## src/rtl/opcode_pkg.sv

```systemverilog
// Purpose: shared operation codes and keypad key codes for the opcode decoder.
// Latency: n/a (types and constants only).
// Backpressure: n/a.
package opcode_pkg;

  localparam int KEY_W = 4;
  localparam int OP_W  = 2;

  typedef enum logic [1:0] {
    OP_NOP   = 2'b00,
    OP_ADD   = 2'b01,
    OP_SUB   = 2'b10,
    OP_ENTER = 2'b11
  } op_t;

  localparam logic [KEY_W-1:0] KEY_NOP   = 4'b1010;
  localparam logic [KEY_W-1:0] KEY_ADD   = 4'b1011;
  localparam logic [KEY_W-1:0] KEY_SUB   = 4'b1100;
  localparam logic [KEY_W-1:0] KEY_ENTER = 4'b1101;

endpackage

```

## src/rtl/strobe_edge_detect.sv

```systemverilog
// Purpose: synchronise an asynchronous level into clk and flag its rising edge.
// Latency: rise_pulse is high SYNC_STAGES edges after async_in rises, for one cycle.
// Backpressure: none; a level held high yields exactly one pulse.
module strobe_edge_detect #(
  parameter int SYNC_STAGES = 2  // 2 or 3 stages
) (
  input  logic clk,
  input  logic rst,
  input  logic async_in,
  output logic rise_pulse
);

  logic [SYNC_STAGES-1:0] r_sync;
  logic                   r_prev;

  // Synchronizer chain plus one flop of history for the edge detector; all clear to 0
  // so a level held high through reset release still produces one edge afterwards.
  always_ff @(posedge clk or negedge rst) begin
    if (!rst) begin
      r_sync <= '0;
      r_prev <= 1'b0;
    end else begin
      r_sync <= {r_sync[SYNC_STAGES-2:0], async_in};
      r_prev <= r_sync[SYNC_STAGES-1];
    end
  end

  assign rise_pulse = r_sync[SYNC_STAGES-1] & ~r_prev;

endmodule

```

## src/rtl/opcode_decoder.sv

```systemverilog
// Purpose: decode keypad code to operation code; capture operations on key-strobe edges.
// Latency: out/is_op combinational; op_strobe SYNC_STAGES+1 edges after key_strobe rises.
// Backpressure: none; in must hold from key_strobe rise until op_strobe.
module opcode_decoder
  import opcode_pkg::*;
#(
  parameter int SYNC_STAGES = 2
) (
  input  logic            clk,
  input  logic            rst,
  input  logic [KEY_W-1:0] in,
  input  logic            key_strobe,
  output logic [OP_W-1:0] out,
  output logic            is_op,
  output logic            op_strobe,
  output logic [OP_W-1:0] last_op,
  output logic            last_op_valid
);

  op_t  w_op;
  logic w_is_op;
  logic w_rise;
  logic r_op_strobe;
  op_t  r_last_op;
  logic r_last_op_valid;

  // Pure decode of the key code; stays live during reset and ignores the clock.
  always_comb begin
    w_op    = OP_NOP;
    w_is_op = 1'b0;
    case (in)
      KEY_NOP:   begin w_op = OP_NOP;   w_is_op = 1'b1; end
      KEY_ADD:   begin w_op = OP_ADD;   w_is_op = 1'b1; end
      KEY_SUB:   begin w_op = OP_SUB;   w_is_op = 1'b1; end
      KEY_ENTER: begin w_op = OP_ENTER; w_is_op = 1'b1; end
      default:   begin w_op = OP_NOP;   w_is_op = 1'b0; end
    endcase
  end

  assign out   = w_op;
  assign is_op = w_is_op;

  strobe_edge_detect #(
    .SYNC_STAGES(SYNC_STAGES)
  ) u_edge (
    .clk       (clk),
    .rst       (rst),
    .async_in  (key_strobe),
    .rise_pulse(w_rise)
  );

  // Capture the decoded operation on a strobe edge; digit/invalid keys leave state untouched.
  always_ff @(posedge clk or negedge rst) begin
    if (!rst) begin
      r_op_strobe     <= 1'b0;
      r_last_op       <= OP_NOP;
      r_last_op_valid <= 1'b0;
    end else begin
      r_op_strobe <= w_rise & w_is_op;
      if (w_rise && w_is_op) begin
        r_last_op       <= w_op;
        r_last_op_valid <= 1'b1;
      end
    end
  end

  assign op_strobe     = r_op_strobe;
  assign last_op       = r_last_op;
  assign last_op_valid = r_last_op_valid;

endmodule

```

## config.mk

```make
export PLATFORM = sky130hd
export DESIGN_NAME = opcode_decoder
export DESIGN_NICKNAME = d
export VERILOG_FILES = /design/src/rtl/opcode_pkg.sv /design/src/rtl/strobe_edge_detect.sv /design/src/rtl/opcode_decoder.sv
export SDC_FILE = /design/constraint.sdc
export NUM_CORES = 1
export LEC_CHECK = 0
export CELL_PAD_IN_SITES_DETAIL_PLACEMENT = 1
export CELL_PAD_IN_SITES_GLOBAL_PLACEMENT = 1
export CORE_AREA = 2 2 39 41
export CTS_CLUSTER_SIZE = 10
export DETAILED_ROUTE_END_ITERATION = 16
export DIE_AREA = 0 0 41 43
export HOLD_SLACK_MARGIN = 0.03
export PLACE_DENSITY_LB_ADDON = 0.08
export SLEW_MARGIN = 25
export SYNTH_ARGS = -nofsm -noshare
export SYNTH_HDL_FRONTEND = slang
export SYNTH_SLANG_ARGS = --single-unit
```

## constraint.sdc

```tcl
create_clock -name clk -period 1.68 [get_ports clk]
set_clock_uncertainty 0.15 [all_clocks]
set_input_delay 0.336 -clock clk [delete_from_list [all_inputs] [get_ports clk]]
set_output_delay 0.336 -clock clk [all_outputs]
set_load 0.005 [all_outputs]
```

==> results.toml, run 1 <==
[clock_tree]
htree_levels = 1
clock-root-buffer = "clkbuf_4"
clkSinkCount = 7
cts_buffer_depth = 2
hold_buffers = 0
numCtsBuffers = 3
clk_pin_slew_ps = 50
cts_tree = "yes"
clock_latency_ps = 240

[timing]
setup_violations = 0
fin_tns_setup_ps = 0
slew_violations = 0
max_freq_mhz = 611
layout_min_cycle_time_ps = 1640
relSlewSlack_pct = 79.7
hold_viol_final = 0
layout_worst_path_cycle_share_pct = 97.5
rsz0062_at_grt = "false"
worst_pin_slew_ps = 304

[power_and_ir_drop]
pwr-share-comb_pct = 22.0
clock_power_share_pct = 33.7
pwr-share-seq_pct = 44.2
switching_share_pct = 21.4
p_switching_mw = 0.0940
p_leak_nw = 0.239
intPower_mw = 0.345
power.density_nw_per_um2 = 907
vdd_ir_drop_max_v = 0.000471

[yosys]
synth_xor_area_share_pct = 3.38
synthTopCellsByArea = "dfrtp_1 68%, mux2_4 5.8%, a22o_2 3.9%, nand3_2 3.9%, xor2_1 3.4%"
synthesis.nets = 25
syn_inst = 18
synth_top_family_by_area = "simple AND/OR/NAND/NOR gates"
avgSynthCellArea_um2 = 14.4
synth_warnings = 0
synth-compound-area-share_pct = 3.86
synth_area_um2 = 259
synth_seq_cells = 7
synth_fa_ha_area_share_pct = 0
yosysSeqAreaShare_pct = 67.6
synth_cell_type_count = 12
yosysTopAreaCell = "dfrtp_1"
yosys.area.top_type_share_pct = 67.6
yosys.area_share.simple_pct = 17.9
synthMuxAreaShare_pct = 5.80

[finish]
final_cells = 58
drive_above_1_share_pct = 45.2
most-common-layout-cells = "7 x clkdlybuf4s50_1, 7 x dfrtp_1, 7 x buf_4, 3 x clkbuf_4, 3 x dlygate4sd2_1"
fin_area_um2 = 484
num_antenna_cells = 0
layout.nets = 50
syn_to_final_growth_pct = 87.0
nFillCells = 157

[floorplanning]
core_um2 = 1380
fp.dieArea_um2 = 1760
start_util_pct = 18.7
rows = 14
die_h_um = 43
die_w_um = 41
io_pins = 14

[global_routing]
grt_antenna_before_repair = 0
grt_pass1_wl_um = 972
grt_max_degree = 8
grt_pass1_vias = 223
globalRouteOverflowTotal = 0
grt_use_total_pct = 8.93

[job]
maxCapViolCount = 0

[hold_path]
min_path_type = "input port to asynchronous set/reset pin"

[place]
io_buffers = 13
dpl.hpwl_um = 478
gp_congestion = 0.600
place_area_um2 = 447
dp.cells = 52

[drt]
wl_per_cell_um = 10.2
drc = 0
viasPerCell = 4.03
first_pass_iters = 1
drtIter0Drc = 0
num_vias = 234
ant_nets = 0
wl_um = 592

[critical_path]
crit_type = "input port to output pin"
cp.arrival_ps = 1150
crit_path_start_kind = "input port"
critPathMaxFanout = 2
cp_data_required_time_ps = 1190
endpoint_kind = "output pin"

[outcome]
outcome = "complete, no violations"
==> layout make-up <==
| class | instances | area, um^2 | share of cell area, % |
|---|---|---|---|
| clock buffers | 4 | 26.3 | 5.43 |
| well taps | 16 | 20.0 | 4.13 |
| inverters | 1 | 3.75 | 0.775 |
| multi-input cells | 10 | 82.6 | 17.1 |
| flip-flops and latches | 7 | 175 | 36.2 |
| repair buffers | 20 | 176 | 36.4 |
==> sequential cells by signal (all words and copies together), names as in the netlist <==
signal         flops
u_edge.r_prev      1
last_op_valid      1
op_strobe          1
last_op            2
u_edge.r_sync      2
==> worst max-delay path, cell delays in order <==
cell             delay (ps)
clkdlybuf4s15_2         200
xor2_1                  170
and2_2                  190
dlygate4sd2_1           260
==> final timing paths <==
check	start	end	depth (start not counted)	slack (ps)
min in group clk	u_edge.r_sync[0]	u_edge.r_sync[1]	0	200
min	rst	u_edge.r_sync[1]	1	190
min reg2reg	u_edge.r_sync[0]	u_edge.r_sync[1]	0	200
max reg2reg	u_edge.r_sync[1]	last_op[0]	3	450
max	in[1]	is_op	4	40
max in group asynchronous	rst	last_op[1]	1	960
==> cell usage after synthesis <==
cell type / n
dfrtp_1: 7
a22o_2: 1
and2_2: 1
and3_2: 1
inv_1: 1
mux2_4: 1
nand2_1: 1
nand3_2: 1
nor2_1: 1
nor2b_1: 1
or2b_1: 1
xor2_1: 1
==> power groups by stage <==
stage	sequential, mW	combinational (mW)	clock, mW
after floorplan	0.198	0.0254	0
final	0.194	0.0968	0.148
after global routing	0.198	0.105	0.171
after global placement	0.196	0.0943	0
after detailed placement	0.198	0.0954	0
after CTS	0.195	0.100	0.153
==> per-stage QoR <==
step                      setup WS [ps]  util [%]  hold slack [ps]  total power [mW]
after floorplan                     441         -             -110             0.223
after global placement             -514      32.3              185             0.291
after detailed placement           -541      32.3              193             0.293
after CTS                         -24.2      35.4              201             0.449
after global routing               13.1      35.0              207             0.474
final                              42.3      35.0              194             0.439
==> per-layer routing <==
layer | global-route usage [%] | share of wire (%) | vias to the layer above
met5 | 0 | 0 | -
met4 | 10.0 | 4.2 | 0
met3 | 1.57 | 11 | 4
met2 | 11.6 | 48 | 13
met1 | 11.0 | 36 | 108
li1 | - | - | 109
==> repair_timing <==
item / CTS / global route
setup buffers: 2 / 0
resized for setup: 12 / 1
pin swaps: 1 / 1
endpoints found under the setup margin: 3 / 1
==> logic make-up after synthesis <==
logic type             Yosys count
AND/OR/NAND/NOR                  7
flip-flops                       7
multiplexers                     1
XOR/XNOR                         1
buffers and inverters            1
AO/OA/AOI/OAI                    1
Note: power is estimated with default switching activity, not from simulation.
==> run 2: changes to the inputs <==
==> constraint.sdc (replaced) <==
create_clock -name clk -period 1.68 [get_ports clk]
set_clock_uncertainty 0.15 [all_clocks]
set_input_delay 0.168 -clock clk [delete_from_list [all_inputs] [get_ports clk]]
set_output_delay 0.168 -clock clk [all_outputs]
set_load 0.005 [all_outputs]
==> run 2 against run 1 <==
Net effect:
- register-to-register slack lost 20 ps
- design area up 3.4%
- clock-buffer cell count is the same
- combinational power rose by 7%
- sequential cell count stayed put
- worst hold slack got worse by 160 ps
- final cell count is the same
- first-iteration DRC count up 1
- global-route usage is 0.10 points lower
- via count is 2.1% lower
- power grew 0.57%
- critical endpoint unchanged
- largest cell class unchanged
==> results.toml, run 2 (synthesis gave the netlist of run 1 again) <==
[outcome]
outcome = "complete, no violations"

[floorplanning]
die_w_um = 41
start_util_pct = 18.7
rows = 14
io_pins = 14
fp.dieArea_um2 = 1760
core_um2 = 1380
die_h_um = 43

[drt]
wl_met1_um = 220
first_pass_iters = 2
ant_nets = 0
drc = 0
wl_um = 588
num_vias = 229
drtIter0Drc = 1
wl_per_cell_um = 10.1
detailroute.wirelength.met2_um = 309
viasPerCell = 3.95
routed.top_layer = "met3"
route.met3.wl_um = 58

[power_and_ir_drop]
pwr-share-seq_pct = 44.1
p_switching_mw = 0.0921
power.density_nw_per_um2 = 882
pwr-share-comb_pct = 23.5
intPower_mw = 0.350
switching_share_pct = 20.8
vdd_ir_drop_max_v = 0.000357
p_leak_nw = 0.249
clock_power_share_pct = 32.4
finalPower_mw = 0.442

[place]
dp.cells = 51
io_buffers = 13
dpl.hpwl_um = 445
place_ws_ps = -208
place_area_um2 = 439
gp_congestion = 0.577

[timing]
worst_pin_slew_ps = 302
relSlewSlack_pct = 79.8
fin_ws_ps = 69.7
setup_violations = 0
fin_tns_setup_ps = 0
layout_worst_path_cycle_share_pct = 95.8
max_freq_mhz = 621
rsz0062_at_grt = "false"
hold_viol_final = 0
hold_slack_ps = 30.8
slew_violations = 0
layout_min_cycle_time_ps = 1610

[global_routing]
grt_antenna_before_repair = 0
grt_pass1_vias = 249
grt_pass1_wl_um = 1000
grt_use_total_pct = 8.83
grt_max_degree = 8
globalRouteOverflowTotal = 0

[critical_path]
endpoint_kind = "output pin"
cp.arrival_ps = 1290
crit_type = "input port to output pin"
ff2ff_setup_slack_ps = 430
cp_data_required_time_ps = 1360
crit_path_max_incr_delay_ps = 490
crit_path_start_kind = "input port"
critPathMaxFanout = 3
rr_worst_depth = 3
worstPathCellList = "dlygate4sd2_1 > xor2_2 > and2_2 > clkdlybuf4s50_1"
slowest_stage = "clkdlybuf4s50_1"

[clock_tree]
numCtsBuffers = 3
clk_pin_slew_ps = 50
htree_levels = 1
clkSinkCount = 7
clock-root-buffer = "clkbuf_4"
cts_buffer_depth = 2
cts_tree = "yes"
clock_latency_ps = 240

[finish]
nFillCells = 159
final_common_cell = "clkdlybuf4s50_1"
num_antenna_cells = 0
fin_area_um2 = 500
final_cells = 58
fin_util_pct = 36.2
multi_input_area_um2 = 93.8
layout.nets = 50
most-common-layout-cells = "9 x clkdlybuf4s50_1, 7 x dfrtp_1, 7 x buf_4, 3 x clkbuf_4, 3 x dlygate4sd2_1"
register_area_um2 = 175
drive_above_1_share_pct = 40.5
syn_to_final_growth_pct = 93.2

[hold_path]
min_path_type = "input port to asynchronous set/reset pin"

[job]
maxCapViolCount = 0
[run 2: layout make-up]
cell class	count	area share, %
multi-input cells	10	18.8
well taps	16	4.00
inverters	1	0.750
clock buffers	4	5.25
flip-flops and latches	7	35.0
repair buffers	20	36.3
[run 2: worst paths after layout]
| check | to | startpoint |
|---|---|---|
| max | is_op | in[1] |
| min | u_edge.r_sync[1] | rst |
| max reg2reg | last_op[0] | u_edge.r_prev |
| min reg2reg | u_edge.r_sync[1] | u_edge.r_sync[0] |
| max in group asynchronous | last_op[0] | rst |
| min in group clk | u_edge.r_sync[1] | u_edge.r_sync[0] |
[run 2: worst max-delay path: cells and delay by family]
family | cells | cell delay, ps
xor+xnor | 1 | 200
buf+inv | 2 | 770
simple gates | 1 | 160
[run 2: metal layers]
| layer | vias to the layer above | track usage [%] |
|---|---|---|
| li1 | 110 | - |
| met1 | 108 | 10.0 |
| met2 | 11 | 13.1 |
| met3 | 0 | 3.14 |
| met4 | 0 | 6.00 |
| met5 | - | 0 |
[run 2: power by group through the flow]
stage	clock, mW	sequential [mW]	combinational [mW]
CTS	0.151	0.196	0.103
detailed placement	0	0.198	0.0936
global placement	0	0.196	0.0926
floorplan	0	0.198	0.0254
finish	0.143	0.195	0.104
global route	0.168	0.198	0.113
[run 2: repair_timing]
item	in CTS	in global routing
pin swaps	1	1
buffers inserted	3	0
hold buffers	0	0
cloned	0	0
gates resized for setup	4	3
endpoints found under the setup margin	3	1
==> run 3: changes to the inputs <==
--- a/config.mk
+++ b/config.mk
@@ -16,4 +16,5 @@
 export SLEW_MARGIN = 25
 export SYNTH_ARGS = -nofsm -noshare
 export SYNTH_HDL_FRONTEND = slang
+export SYNTH_HIERARCHICAL = 1
 export SYNTH_SLANG_ARGS = --single-unit
==> run 3 against run 2 <==
Net effect:
- design area rose by 2.7%
- via count rose by 5.2%
- sequential power fell by 3%
==> results.toml, run 3 <==
[outcome]
outcome = "complete, no violations"

[finish]
most-common-layout-cells = "9 x clkdlybuf4s50_1, 7 x dfrtp_1, 6 x buf_4, 3 x clkbuf_4, 3 x dlygate4sd2_1"
fin_area_um2 = 514
drive_above_1_share_pct = 38.6
syn_to_final_growth_pct = 86.0
num_antenna_cells = 0
layout.nets = 52
final_common_cell = "clkdlybuf4s50_1"

[clock_tree]
cts_tree = "yes"
htree_levels = 1
clock_latency_ps = 240
clock-root-buffer = "clkbuf_4"
clkSinkCount = 7
clk_pin_slew_ps = 50
cts_buffer_depth = 2
numCtsBuffers = 3

[drt]
drc = 0
viasPerCell = 4.02
first_pass_iters = 3
wl_per_cell_um = 10.9
drtIter0Drc = 3
ant_nets = 0
num_vias = 241
wl_um = 655

[critical_path]
r2r-start = "u_edge/r_prev"
rr_worst_depth = 3
crit_start = "in[0]"
ff2ff_setup_slack_ps = 370
r2r-end = "last_op[0]"
crit_end = "out[0]"
crit_path_start_kind = "input port"
cp.arrival_ps = 1310
cp_data_required_time_ps = 1360
endpoint_kind = "output pin"
crit_type = "input port to output pin"
critPathMaxFanout = 2

[timing]
slew_violations = 0
max_freq_mhz = 615
setup_violations = 0
layout_worst_path_cycle_share_pct = 96.8
relSlewSlack_pct = 80.0
layout_min_cycle_time_ps = 1630
hold_viol_final = 0
fin_tns_setup_ps = 0
rsz0062_at_grt = "false"
worst_pin_slew_ps = 299

[power_and_ir_drop]
p_leak_nw = 0.251
vdd_ir_drop_max_v = 0.000399
finalPower_mw = 0.426
power.density_nw_per_um2 = 829

[floorplanning]
rows = 14
start_util_pct = 20.0
core_um2 = 1380
fp.dieArea_um2 = 1760
die_h_um = 43
io_pins = 14
die_w_um = 41

[yosys]
synth_seq_cells = 7
synth_edf_count = 0
yosys.area.top_type_share_pct = 63.3
avgSynthCellArea_um2 = 13.8
yosysTopAreaCell = "dfrtp_1"
synthTopCellsByArea = "dfrtp_1 63%, and3_2 5.4%, mux2_4 5.4%, nor2b_4 5.0%, and3_4 4.1%"
yosysSeqAreaShare_pct = 63.3
synth_cell_type_count = 13
synthesis.nets = 27
syn_inst = 20
synth_async_sr_flop_share_pct = 100
synth_common_cells = "7 x dfrtp_1, 2 x and3_2"
synth.most_common_cell = "dfrtp_1"
synth_warnings = 6
synth_area_um2 = 277
synthFlopType = "dfrtp_1"

[place]
io_buffers = 13
place_area_um2 = 464
dpl.hpwl_um = 514
gp_congestion = 0.592

[global_routing]
grt_antenna_before_repair = 0
grt_pass1_vias = 263
grt_pass1_wl_um = 1070
grt_use_total_pct = 9.95
globalRouteOverflowTotal = 0
grt_max_degree = 8

[hold_path]
min_path_type = "flip-flop to flip-flop"

[job]
maxCapViolCount = 0
-- run 3: power breakdown --
part / internal, mW / leakage [nW] / switching, mW
clock network: 0.0903 / 0.0150 / 0.0572
registers: 0.182 / 0.0834 / 0.00669
logic: 0.0629 / 0.152 / 0.0268
total: 0.336 / 0.251 / 0.0907
-- run 3: routing by layer --
metal / vias up / GRT usage, % / wire length (um) / part of all wire [%]
met5: - / 0 / 0 / 0
met4: 0 / 10.0 / 0 / 0
met3: 0 / 4.71 / 41 / 6.3
met2: 10 / 13.8 / 348 / 53
met1: 117 / 10.0 / 266 / 41
li1: 114 / - / - / -
-- run 3: critical path, cell delays in order --
cell and delay [ps]:
clkdlybuf4s50_1 480, and3_2 170, clkdlybuf4s50_1 490
-- run 3: worst min-delay path by stage --
stage                                 from               end  slack, ps  cells after the start
after floorplan                        rst        last_op[0]       -280                      0
after global placement    u_edge/r_sync[0]  u_edge/r_sync[1]        190                      0
after detailed placement  u_edge/r_sync[0]  u_edge/r_sync[1]        190                      0
after CTS                       key_strobe  u_edge/r_sync[0]        200                      1
after global routing            key_strobe  u_edge/r_sync[0]        200                      1
final                     u_edge/r_sync[0]  u_edge/r_sync[1]        200                      0
-- run 3: what timing repair did --
item / CTS / global route
endpoints found under the hold margin: 7 / 0
hold buffers: 1 / 0
setup endpoints to repair: 3 / 2
gates resized for setup: 4 / 1
pin swaps: 1 / 1
setup buffers: 1 / 0
-- run 3: cell type report --
class                           count  area (um^2)
Clock buffer                        4         26.3
Fill cell                         157          870
Inverter                            1         3.75
Multi-Input combinational cell     12          105
Sequential cell                     7          175
Tap cell                           16         20.0
Timing Repair Buffer               20          184
-- run 3: stage by stage --
step,worst slack [ps],hold WS [ps],cells,util (%)
final,54.0,199,60,37.2
after floorplan,442,-278,20,-
after global placement,-197,188,54,33.5
after detailed placement,-242,188,54,33.5
after global routing,8.75,200,60,37.2
after CTS,33.0,197,60,37.0
-- run 3: cells by family after synthesis --
| kind of cell | count (synthesis) | share of synthesized area, % |
|---|---|---|
| flops | 7 | 63.3 |
| simple gates | 8 | 22.6 |
| buf+inv | 1 | 1.36 |
| compound gates | 2 | 4.07 |
| xor+xnor | 1 | 3.17 |
| mux | 1 | 5.43 |
